<file path="config.mk">
export PLATFORM = sky130hd
export DESIGN_NAME = fridge_setting_reader
export DESIGN_NICKNAME = d
export VERILOG_FILES = /design/src/rtl/fridge_setting_reader.sv
export SDC_FILE = /design/constraint.sdc
export NUM_CORES = 1
export LEC_CHECK = 0
export CAP_MARGIN = 10
export CORE_MARGIN = 2
export CORE_UTILIZATION = 52
export DETAILED_ROUTE_END_ITERATION = 6
export GPL_TIMING_DRIVEN = 0
export HOLD_SLACK_MARGIN = 0.15
export PLACE_DENSITY = 0.87
export RECOVER_POWER = 25
export SLEW_MARGIN = 20
export SYNTH_ARGS = -nofsm -noshare
export SYNTH_HDL_FRONTEND = slang
export SYNTH_SLANG_ARGS = --single-unit
</file>
<file path="constraint.sdc">
create_clock -name clk -period 3.6 [get_ports clk]
set_clock_uncertainty 0.15 [all_clocks]
set_input_delay 0.72 -clock clk [delete_from_list [all_inputs] [get_ports clk]]
set_output_delay 0.72 -clock clk [all_outputs]
set_load 0.02 [all_outputs]
</file>
<file path="src/rtl/fridge_setting_reader.sv">
// fridge_setting_reader
// Read-back path for the fridge controller's stored settings. A read request
// selects one 5-bit setting, which is snapshotted into rd_data and sent LSB
// first as an asynchronous serial frame on tx_out:
// start(0), 5 data bits, [even parity], STOP_BITS stop bits (1).
// Compile-time option: define FRIDGE_READER_PARITY_EN to insert an even-parity
// bit between the data bits and the stop bits.
// Legal parameter ranges: CLKS_PER_BIT 1..1023, STOP_BITS 1 or 2.
module fridge_setting_reader #(
  parameter int CLKS_PER_BIT = 16,
  parameter int STOP_BITS    = 1
) (
  input  logic       clk,
  input  logic       rst_n,
  input  logic       pwr,
  input  logic       rd_req,
  input  logic       rd_s0,
  input  logic       rd_s1,
  input  logic       rd_s2,
  input  logic [4:0] fgt,
  input  logic [4:0] frt,
  input  logic [4:0] fgc,
  input  logic [4:0] frc,
  input  logic       fgp,
  input  logic       frp,
  output logic [4:0] rd_data,
  output logic       rd_busy,
  output logic       rd_done,
  output logic       rd_err,
  output logic       tx_out
);

  // The timer must hold up to 2 * 1023 - 1 for the longest stop period.
  localparam int TW = 11;
  localparam logic [TW-1:0] BIT_LAST  = TW'(CLKS_PER_BIT - 1);
  localparam logic [TW-1:0] STOP_LAST = TW'(STOP_BITS * CLKS_PER_BIT - 1);

  typedef enum logic [2:0] {
    IDLE   = 3'd0,
    START  = 3'd1,
    DATA   = 3'd2,
`ifdef FRIDGE_READER_PARITY_EN
    PARITY = 3'd3,
`endif
    STOP   = 3'd4,
    DONE   = 3'd5
  } state_t;

  state_t          state_reg, state_next;
  logic [TW-1:0]   timer_reg, timer_next;
  logic [2:0]      bit_idx_reg, bit_idx_next;
  logic [4:0]      data_reg, data_next;
  logic [4:0]      shift_reg, shift_next;
  logic            tx_reg, tx_next;
  logic            busy_reg, busy_next;
  logic            done_reg, done_next;
  logic            err_reg, err_next;

  logic [1:0]      sel;
  logic            sel_valid;
  logic [4:0]      sel_value;

  assign sel = {rd_s0, rd_s1};

  // Decode the selector into the setting that would be snapshotted.
  always_comb begin
    sel_valid = 1'b1;
    sel_value = 5'd0;
    case (sel)
      2'b00:   sel_value = rd_s2 ? frt : fgt;
      2'b01:   sel_value = rd_s2 ? frc : fgc;
      2'b10:   sel_value = {4'b0000, (rd_s2 ? frp : fgp)};
      default: sel_valid = 1'b0;
    endcase
  end

  // State, bit timer, snapshot and registered outputs.
  always_ff @(posedge clk or negedge rst_n) begin
    if (!rst_n) begin
      state_reg   <= IDLE;
      timer_reg   <= '0;
      bit_idx_reg <= 3'd0;
      data_reg    <= 5'd0;
      shift_reg   <= 5'd0;
      tx_reg      <= 1'b1;
      busy_reg    <= 1'b0;
      done_reg    <= 1'b0;
      err_reg     <= 1'b0;
    end else begin
      state_reg   <= state_next;
      timer_reg   <= timer_next;
      bit_idx_reg <= bit_idx_next;
      data_reg    <= data_next;
      shift_reg   <= shift_next;
      tx_reg      <= tx_next;
      busy_reg    <= busy_next;
      done_reg    <= done_next;
      err_reg     <= err_next;
    end
  end

  // Next-state and datapath: accept/reject requests, time each bit, abort on power loss.
  always_comb begin
    state_next   = state_reg;
    timer_next   = timer_reg;
    bit_idx_next = bit_idx_reg;
    data_next    = data_reg;
    shift_next   = shift_reg;
    err_next     = 1'b0;

    if (busy_reg && !pwr) begin
      // Power lost mid-frame: drop the frame, keep the snapshot, flag it.
      state_next   = IDLE;
      timer_next   = '0;
      bit_idx_next = 3'd0;
      err_next     = 1'b1;
    end else begin
      case (state_reg)
        IDLE: begin
          if (rd_req && pwr) begin
            if (sel_valid) begin
              data_next    = sel_value;
              shift_next   = sel_value;
              bit_idx_next = 3'd0;
              timer_next   = BIT_LAST;
              state_next   = START;
            end else begin
              err_next = 1'b1;
            end
          end
        end

        START: begin
          if (timer_reg != '0) begin
            timer_next = timer_reg - 1'b1;
          end else begin
            timer_next   = BIT_LAST;
            bit_idx_next = 3'd0;
            state_next   = DATA;
          end
        end

        DATA: begin
          if (timer_reg != '0) begin
            timer_next = timer_reg - 1'b1;
          end else if (bit_idx_reg == 3'd4) begin
`ifdef FRIDGE_READER_PARITY_EN
            timer_next = BIT_LAST;
            state_next = PARITY;
`else
            timer_next = STOP_LAST;
            state_next = STOP;
`endif
          end else begin
            timer_next   = BIT_LAST;
            bit_idx_next = bit_idx_reg + 3'd1;
            shift_next   = {1'b0, shift_reg[4:1]};
          end
        end

`ifdef FRIDGE_READER_PARITY_EN
        PARITY: begin
          if (timer_reg != '0) begin
            timer_next = timer_reg - 1'b1;
          end else begin
            timer_next = STOP_LAST;
            state_next = STOP;
          end
        end
`endif

        STOP: begin
          if (timer_reg != '0) begin
            timer_next = timer_reg - 1'b1;
          end else begin
            timer_next = '0;
            state_next = DONE;
          end
        end

        DONE: begin
          // Requests are ignored here; the next one is taken from IDLE.
          state_next = IDLE;
        end

        default: begin
          state_next   = IDLE;
          timer_next   = '0;
          bit_idx_next = 3'd0;
        end
      endcase
    end
  end

  // Output decode from the upcoming state so the line and flags come out of flops.
  always_comb begin
    tx_next   = 1'b1;
    busy_next = 1'b0;
    done_next = 1'b0;
    case (state_next)
      START: begin
        tx_next   = 1'b0;
        busy_next = 1'b1;
      end
      DATA: begin
        tx_next   = shift_next[0];
        busy_next = 1'b1;
      end
`ifdef FRIDGE_READER_PARITY_EN
      PARITY: begin
        tx_next   = ^data_next;
        busy_next = 1'b1;
      end
`endif
      STOP: begin
        tx_next   = 1'b1;
        busy_next = 1'b1;
      end
      DONE: begin
        done_next = 1'b1;
      end
      default: begin
        tx_next = 1'b1;
      end
    endcase
  end

  assign rd_data = data_reg;
  assign rd_busy = busy_reg;
  assign rd_done = done_reg;
  assign rd_err  = err_reg;
  assign tx_out  = tx_reg;

endmodule

</file>
# --- Yosys cells after proc, flatten, opt, wreduce, memory -nomap -nowiden ---
# Cells that the tools add are included.
# Widths: inputs -> output; s select.
totals:
  regBits: 31
  input_bits: 29
  word_cells: 89
classes:
  n_addsub: 2
  eq_ne: 22
  mux: 39
  bitwise: 1
  n_reduce_logical: 15
op_table:
  columns: ["operator", "count"]
  rows:
  - ["$mux 11", 5]
  - ["$pmux 11 s4", 1]
  - ["$mux 3", 13]
  - ["$mux 5", 6]
  - ["$pmux 3 s4", 2]
  - ["$eq 3x3->1 const B", 5]
  - ["$ne 3x3->1 const B", 5]
  - ["$pmux 5 s3", 1]
  - ["$reduce_and 6->1", 2]
  - ["$reduce_bool 11->1", 1]
  - ["$sub 11x1->11 const B", 1]
  - ["$ne 2x2->1 const B", 5]
  - ["$pmux 5 s2", 1]
  - ["$mux 1", 9]
  - ["$eq 3x1->1 const B", 2]
  - ["$eq 3x2->1 const B", 2]
  - ["$reduce_or 3->1", 2]
  - ["$reduce_and 4->1", 1]
  - ["$reduce_or 2->1", 2]
  - ["$add 3x1->3 const B", 1]
  - ["$logic_not 3->1", 1]
  - ["$reduce_and 3->1", 1]
  - ["$eq 2x1->1 const B", 1]
  - ["$eq 2x2->1 const B", 1]
  - ["7 further kinds", 8]

# --- Logic depth before layout (Yosys ltp) ---
# Gate-level depths: netlist of run 1.
depth:
  word_depth: 10
  mapped_depth: 8
  depth_no_buf: 7

# --- Worst setup path after synthesis of run 1 ---
# Ideal clock, no wire load.
synth_timing:
  path_type: "register to register"
  from: "register timer_reg[0]"
  to: "register timer_reg[10]"
  setup_time_ps: 142
  arrival_ps: 2408
  setup_slack_ps: 900
  stages_incl_launch_ff: 9
  n_path_buf: 1
  synth_period_minus_slack_ps: 2700
  path_cell_list: "dfrtp_1 > inv_1 > ha_1 > or4b_1 > or4_4 > buf_6 > o211a_4 > o41ai_4 > a21oi_1"
synth_between:
  elab_chain_cells: 4
  word_cells_on_any_way: 6
  classes_between: "add/sub (1); mux (4); reduce/logical (1)"
synth_lines:
  columns: ["item", "line_no", "rtl"]
  rows:
  - ["from (decl)", "50", "logic [TW-1:0] timer_reg, timer_next;"]
  - ["from (signal assigned)", "91", "timer_reg <= timer_next;"]
  - ["$sub 11x1->11 / $reduce_bool 11->1 (equally long branches)", null, null]
  - ["$mux 11 (on tied branches)", "173, 134", null]
  - ["$pmux 11 s4 *", "118", "case (state_reg)"]
  - ["$mux 11 *", "111", "if (busy_reg && !pwr) begin"]
# Mark *: on every way between the ends. The rest lies on a longest branch, timed or not.
# A chain may end at the register's enable or synchronous reset.

# --- Worst setup path after layout of run 1 ---
layout_timing:
  from: "register timer_reg[0]"
  to: "register timer_reg[5]"
# The elaborated chain is that of the path after synthesis.

==> results.sh, run 1 <==
export IMPL_outcome="complete, but fails checks"
export IMPL_violations="max-capacitance violations, max-slew violations"
export IMPL_max_slew_margin_rel_pct=-8.78
export IMPL_final_area_um2=2490
export IMPL_synth_compound_area_share_pct=22.7
export IMPL_final_period_utilization_pct=88.0
export IMPL_dpl_instance_area_um2=2390
export IMPL_synth_top_area_share_pct=38.1
export IMPL_setup_viol=0
export IMPL_ios=38
export IMPL_cap_violations=1
export IMPL_muxShareOfSynthArea_pct=9.46
export IMPL_fin_cells=306
export IMPL_startpoint="timer_reg[0]$_DFFE_PN0P_"
export IMPL_die_w_um=65.6
export IMPL_via_count=1833
export IMPL_antenna_left=0
export IMPL_synth_cell_types=47
export IMPL_routedWlPerCell_um=16.0
export IMPL_dp_cells=298
export IMPL_cts_resized=0
export IMPL_core_um2=3660
export IMPL_wirelength_mm=4.90
export IMPL_crit_fanout=7
export IMPL_min_path_type="flip-flop to flip-flop"
export IMPL_h_tree_depth=2
export IMPL_grt_pass1_vias=1836
export IMPL_rsz0062_at_grt="no"
export IMPL_clock_latency_ns=0.28
export IMPL_syn_num_nets=246
export IMPL_synthSimpleGateAreaFrac_pct=21.3
export IMPL_syn_area_um2=1970
export IMPL_drc_errors=0
export IMPL_clkTransAtPathRegs_ns=0.07
export IMPL_synth_top_family_by_area="compound AO/OA/AOI/OAI gates"
export IMPL_portBuffers=36
export IMPL_num_antenna_cells=0
export IMPL_reg2reg_from="timer_reg[0]$_DFFE_PN0P_"
export IMPL_hold_viol_final=0
export IMPL_ys_flop_type="dfrtp_1"
export IMPL_area_growth_pct=26.3
export IMPL_cts_made_buffers=5
export IMPL_synth_edff_count=0
export IMPL_layout_drive_gt1_share_pct=12.4
export IMPL_synth_area_leaders="dfrtp_1 (38%), mux4_2 (5.7%), o21ai_0 (5.3%)"
export IMPL_yosys_warnings=0
export IMPL_yosysSeqAreaShare_pct=39.4
export IMPL_syn_inst=214
export IMPL_nets=289
export IMPL_cp_start_kind="flip-flop"
export IMPL_cts_hold_buffers=0
export IMPL_antenna_found_initial=0
export IMPL_dieArea_um2=4300
export IMPL_clkSinkCount=31
export IMPL_grt_use_total_pct=26.2
export IMPL_row_count=22
export IMPL_cts_tree="yes"
export IMPL_initialDrtViolationCount=164
export IMPL_vias_per_cell=5.99
export IMPL_leakage_nw=1.04
export IMPL_nFillCells=285
export IMPL_period_minus_slack_ns=3.17
export IMPL_power_density_nw_per_um2=743
export IMPL_overflow=0
export IMPL_crit_type="flip-flop to flip-flop"
export IMPL_grt_max_degree=32
export IMPL_synth_adder_area_share_pct=1.90
export IMPL_finalSetupTns_ns=0
export IMPL_crit_end="timer_reg[5]$_DFFE_PN0P_"
export IMPL_finalMaxSlewViolations=32
export IMPL_gp_congestion=0.839
export IMPL_synth_area_leader_cell="dfrtp_1"
export IMPL_dp_hpwl_mm=3.72
export IMPL_synth_xor_area_share_pct=0.444
export IMPL_initial_core_util_pct=53.8
export IMPL_largest_register_ffs=11
export IMPL_max_slew_worst_pin_slew_ns=1.63
export IMPL_syn_area_per_cell_um2=9.21
export IMPL_ir_drop_v=0.000425
export IMPL_fmax_mhz=316
export IMPL_cts_root_buf="clkbuf_8"
export IMPL_drtPass1Iterations=5
export IMPL_r2r_end="timer_reg[5]$_DFFE_PN0P_"
export IMPL_die_y_um=65.6
export IMPL_ys_seq_elements=31
export IMPL_critPathRequiredTime_ns=3.59
export IMPL_synthArstFlopShare_pct=100
export IMPL_reg2regPathDepth=7
export IMPL_end_kind="flip-flop"
export IMPL_post_cts_setup_buffers=0
export IMPL_grt_pass1_wl_mm=8.63
export IMPL_crit_arrival_ns=3.16
export IMPL_cts_max_path_buffers=2
export IMPL_r2r_slack_ns=0.43
==> worst min-delay path by stage <==
stage                           start                          to  cells after the start  slack [ns]
4_1_cts        rd_data[4]$_DFFE_PN0P_      rd_data[4]$_DFFE_PN0P_                      1        0.33
3_5_place_dp   rd_data[4]$_DFFE_PN0P_      rd_data[4]$_DFFE_PN0P_                      1        0.31
6_report       rd_data[4]$_DFFE_PN0P_      rd_data[4]$_DFFE_PN0P_                      1        0.33
2_1_floorplan                   rst_n  bit_idx_reg[0]$_DFFE_PN0P_                      0        0.27
5_1_grt        rd_data[1]$_DFFE_PN0P_      rd_data[1]$_DFFE_PN0P_                      1        0.36
3_3_place_gp   rd_data[2]$_DFFE_PN0P_      rd_data[2]$_DFFE_PN0P_                      1        0.31
==> worst max-delay path, stage by stage, from the launching register on <==
cell     delay, ns
dfrtp_1       0.41
inv_1         0.12
ha_1          0.23
or4b_1        0.56
nor4_1        0.66
nor2_1        0.16
o41ai_4       0.63
a21oi_1       0.10
==> cells in the final DEF (no fill, tap or decap), types with 2 or more instances in the layout <==
| master | Yosys | final |
|---|---|---|
| a21o_1 | 5 | 5 |
| a21oi_1 | 20 | 20 |
| a31oi_1 | 2 | 2 |
| buf_6 | 2 | 2 |
| clkbuf_1 | 9 | 10 |
| clkbuf_8 | 0 | 7 |
| clkdlybuf4s50_1 | 0 | 35 |
| dfrtp_1 | 30 | 30 |
| ha_1 | 3 | 3 |
| inv_1 | 9 | 9 |
| mux2_2 | 3 | 3 |
| mux2i_1 | 4 | 4 |
| mux4_2 | 5 | 5 |
| nand2_1 | 18 | 18 |
| nand2b_1 | 2 | 2 |
| nand3_1 | 5 | 5 |
| nand4_1 | 3 | 3 |
| nor2_1 | 16 | 16 |
| nor2b_1 | 7 | 7 |
| nor3_1 | 5 | 5 |
| nor4_1 | 2 | 2 |
| o2111ai_1 | 2 | 2 |
| o21ai_0 | 21 | 21 |
| o31ai_1 | 6 | 6 |
| or2_2 | 2 | 2 |
| or3_1 | 6 | 6 |
| or3_2 | 3 | 3 |
| or4_2 | 2 | 2 |
| or4_4 | 2 | 2 |
==> where the power goes <==
| part | switching (mW) | internal, mW |
|---|---|---|
| Combinational | 0.539 | 0.425 |
| Sequential | 0.100 | 0.484 |
| Clock | 0.129 | 0.174 |
| Total | 0.768 | 1.08 |
==> synthesized netlist by cell type (2+ instances only) <==
cell type and n:
a21o_1 5, a21oi_1 20, a31oi_1 2, buf_6 2, clkbuf_1 9, dfrtp_1 30
ha_1 3, inv_1 9, mux2_2 3, mux2i_1 4, mux4_2 5, nand2_1 18
nand2b_1 2, nand3_1 5, nand4_1 3, nor2_1 16, nor2b_1 7, nor3_1 5
nor4_1 2, o2111ai_1 2, o21ai_0 21, o31ai_1 6, or2_2 2, or3_1 6
or3_2 3, or4_2 2, or4_4 2
==> per-layer routing <==
metal	wire, um	vias to the layer above	global-route usage (%)	share of wire, %
li1	-	885	-	-
met1	2150	897	33.0	44
met2	2520	49	45.3	51
met3	206	2	6.68	4.2
met4	22	0	5.47	0.45
met5	0	-	0	0
==> metrics by stage <==
stage,power [mW],setup WS (ns),hold WS (ns),util (%)
after CTS,1.85,0.469,0.330,68.0
after global placement,1.50,0.526,0.311,65.3
after floorplan,1.25,0.900,0.274,-
after global routing,1.99,0.251,0.365,68.0
after detailed placement,1.54,0.475,0.315,65.2
final,1.85,0.433,0.334,68.0
==> cell families (layout without fill, tap and decap cells) <==
kind of cell,count (synthesis),in the layout
buf+inv,21,65
compound gates,68,68
flops,31,31
xor+xnor,1,1
mux,12,12
fa+ha+maj,3,3
simple gates,78,78
==> layout make-up <==
| type | instances | area [um^2] | area share (%) |
|---|---|---|---|
| buffer | 12 | 61.3 | 2.46 |
| clock buffer | 7 | 96.3 | 3.87 |
| clock inverter | 1 | 7.51 | 0.302 |
| inverter | 9 | 33.8 | 1.36 |
| multi-input combinational | 162 | 1100 | 44.1 |
| sequential | 31 | 777 | 31.2 |
| tap | 48 | 60.1 | 2.41 |
| timing repair buffer | 36 | 354 | 14.2 |
Power figures use the tool's default switching activity.
==> run 2, diff against run 1 <==
REMOVE_ABC_BUFFERS = 1   (was unset)
==> results.sh, run 2 (synthesis results as in run 1) <==
export IMPL_rsz0062_at_grt="no"
export IMPL_grt_use_total_pct=22.8
export IMPL_drtPass1Iterations=4
export IMPL_path_buf_inv=2
export IMPL_power_switching_share_pct=41.8
export IMPL_layout_drive_gt1_share_pct=12.1
export IMPL_portBuffers=37
export IMPL_combPwrFrac_pct=49.3
export IMPL_period_minus_slack_ns=3.08
export IMPL_h_tree_depth=2
export IMPL_finalMaxSlewViolations=32
export IMPL_largest_register_ffs=11
export IMPL_area_growth_pct=23.7
export IMPL_cts_tree="yes"
export IMPL_mostFrequentLayoutCell="clkdlybuf4s50_1"
export IMPL_end_kind="flip-flop"
export IMPL_max_slew_margin_rel_pct=-8.03
export IMPL_crit_type="flip-flop to flip-flop"
export IMPL_hold_ws_ns=0.330
export IMPL_ios=38
export IMPL_row_count=22
export IMPL_num_antenna_cells=0
export IMPL_cap_violations=1
export IMPL_post_cts_setup_buffers=0
export IMPL_nFillCells=300
export IMPL_dp_hpwl_mm=3.21
export IMPL_crit_chain="inv_1 > ha_1 > or4b_1 > nor4_2 > buf_4 > nor2_1 > o41ai_4 > a21oi_1"
export IMPL_cts_max_path_buffers=2
export IMPL_leakage_nw=1.02
export IMPL_clock_latency_ns=0.28
export IMPL_power_internal_mw=1.05
export IMPL_die_w_um=65.6
export IMPL_clkSinkCount=31
export IMPL_grt_pass1_vias=1698
export IMPL_crit_fanout=9
export IMPL_startpoint="timer_reg[0]$_DFFE_PN0P_"
export IMPL_nets=279
export IMPL_ir_drop_v=0.000314
export IMPL_violations="max-capacitance violations, max-slew violations"
export IMPL_cts_hold_buffers=0
export IMPL_gp_congestion=0.875
export IMPL_r2r_slack_ns=0.52
export IMPL_clkTransAtPathRegs_ns=0.07
export IMPL_drc_errors=0
export IMPL_wirelength_mm=4.39
export IMPL_switchingPower_mw=0.754
export IMPL_dieArea_um2=4300
export IMPL_antenna_found_initial=0
export IMPL_initialDrtViolationCount=122
export IMPL_die_y_um=65.6
export IMPL_crit_arrival_ns=3.08
export IMPL_cts_made_buffers=5
export IMPL_cp_top_family="simple AND/OR/NAND/NOR gates"
export IMPL_setup_viol=0
export IMPL_worstHoldStart="rd_data[1]$_DFFE_PN0P_"
export IMPL_final_area_um2=2440
export IMPL_reg2reg_from="timer_reg[0]$_DFFE_PN0P_"
export IMPL_grt_pass1_wl_mm=7.57
export IMPL_fmax_mhz=325
export IMPL_power_frac_seq_pct=34.9
export IMPL_power_density_nw_per_um2=739
export IMPL_clkPwrFrac_pct=15.8
export IMPL_overflow=0
export IMPL_max_slew_worst_pin_slew_ns=1.62
export IMPL_final_period_utilization_pct=85.6
export IMPL_cp_start_kind="flip-flop"
export IMPL_grt_max_degree=32
export IMPL_outcome="complete, but fails checks"
export IMPL_antenna_left=0
export IMPL_cp_slowest_stage_delay_ns=0.59
export IMPL_critPathRequiredTime_ns=3.60
export IMPL_cts_root_buf="clkbuf_8"
export IMPL_dpl_instance_area_um2=2350
export IMPL_vias_per_cell=6.00
export IMPL_whs_path_depth=1
export IMPL_reg2regPathDepth=8
export IMPL_initial_core_util_pct=53.8
export IMPL_cts_resized=0
export IMPL_layout_common_cells="clkdlybuf4s50_1 (36), dfrtp_1 (30), o21ai_0 (21)"
export IMPL_via_count=1776
export IMPL_core_um2=3660
export IMPL_routedWlPerCell_um=14.8
export IMPL_multi_input_area_um2=1100
export IMPL_hold_viol_final=0
export IMPL_cp_depth=8
export IMPL_min_path_type="flip-flop to flip-flop"
export IMPL_ff_latch_area_um2=777
export IMPL_slowest_stage="o41ai_4"
==> run 2: path summary, 6_finish.rpt <==
check,endpoint
hold / removal,rd_data[1]$_DFFE_PN0P_
setup / recovery,timer_reg[10]$_DFFE_PN0P_
min in group asynchronous,timer_reg[4]$_DFFE_PN0P_
max in group asynchronous,rd_data[4]$_DFFE_PN0P_
setup reg to reg,timer_reg[10]$_DFFE_PN0P_
hold reg to reg,rd_data[1]$_DFFE_PN0P_
==> run 2: area by class of cell <==
cell class,instances,share of cell area [%]
inverter,9,1.39
sequential,31,31.9
tap,48,2.46
multi-input combinational,162,45.3
clock inverter,1,0.205
clock buffer,7,3.54
timing repair buffer,38,15.2
==> run 2: metrics by stage <==
| stage | TNS, ns | worst slack [ns] | power [mW] | util [%] | instances |
|---|---|---|---|---|---|
| 2_1_floorplan | 0 | 0.408 | 1.22 | - | 202 |
| 3_3_place_gp | -2.87 | -0.318 | 1.48 | 63.9 | 287 |
| 3_5_place_dp | 0 | 0.475 | 1.51 | 64.1 | 288 |
| 4_1_cts | 0 | 0.510 | 1.81 | 66.6 | 296 |
| 5_1_grt | 0 | 0.302 | 1.94 | 66.6 | 296 |
| 6_report | 0 | 0.520 | 1.80 | 66.6 | 296 |
==> run 2: power groups by stage <==
stage | Sequential, mW | Clock, mW | Combinational (mW)
after floorplan | 0.647 | 0 | 0.572
after global placement | 0.624 | 0 | 0.855
after detailed placement | 0.631 | 0 | 0.882
after CTS | 0.627 | 0.288 | 0.890
after global routing | 0.653 | 0.305 | 0.986
final | 0.630 | 0.284 | 0.888
==> run 2: layer usage <==
metal  vias to the layer above  part of all wire [%]  GRT usage, %  wire (um)
met2                        75                    51          40.1       2230
met5                         -                     0             0          0
met1                       833                    42          28.5       1860
met4                         0                  0.98          5.99         43
li1                        861                     -             -          -
met3                         7                   6.1          4.62        269
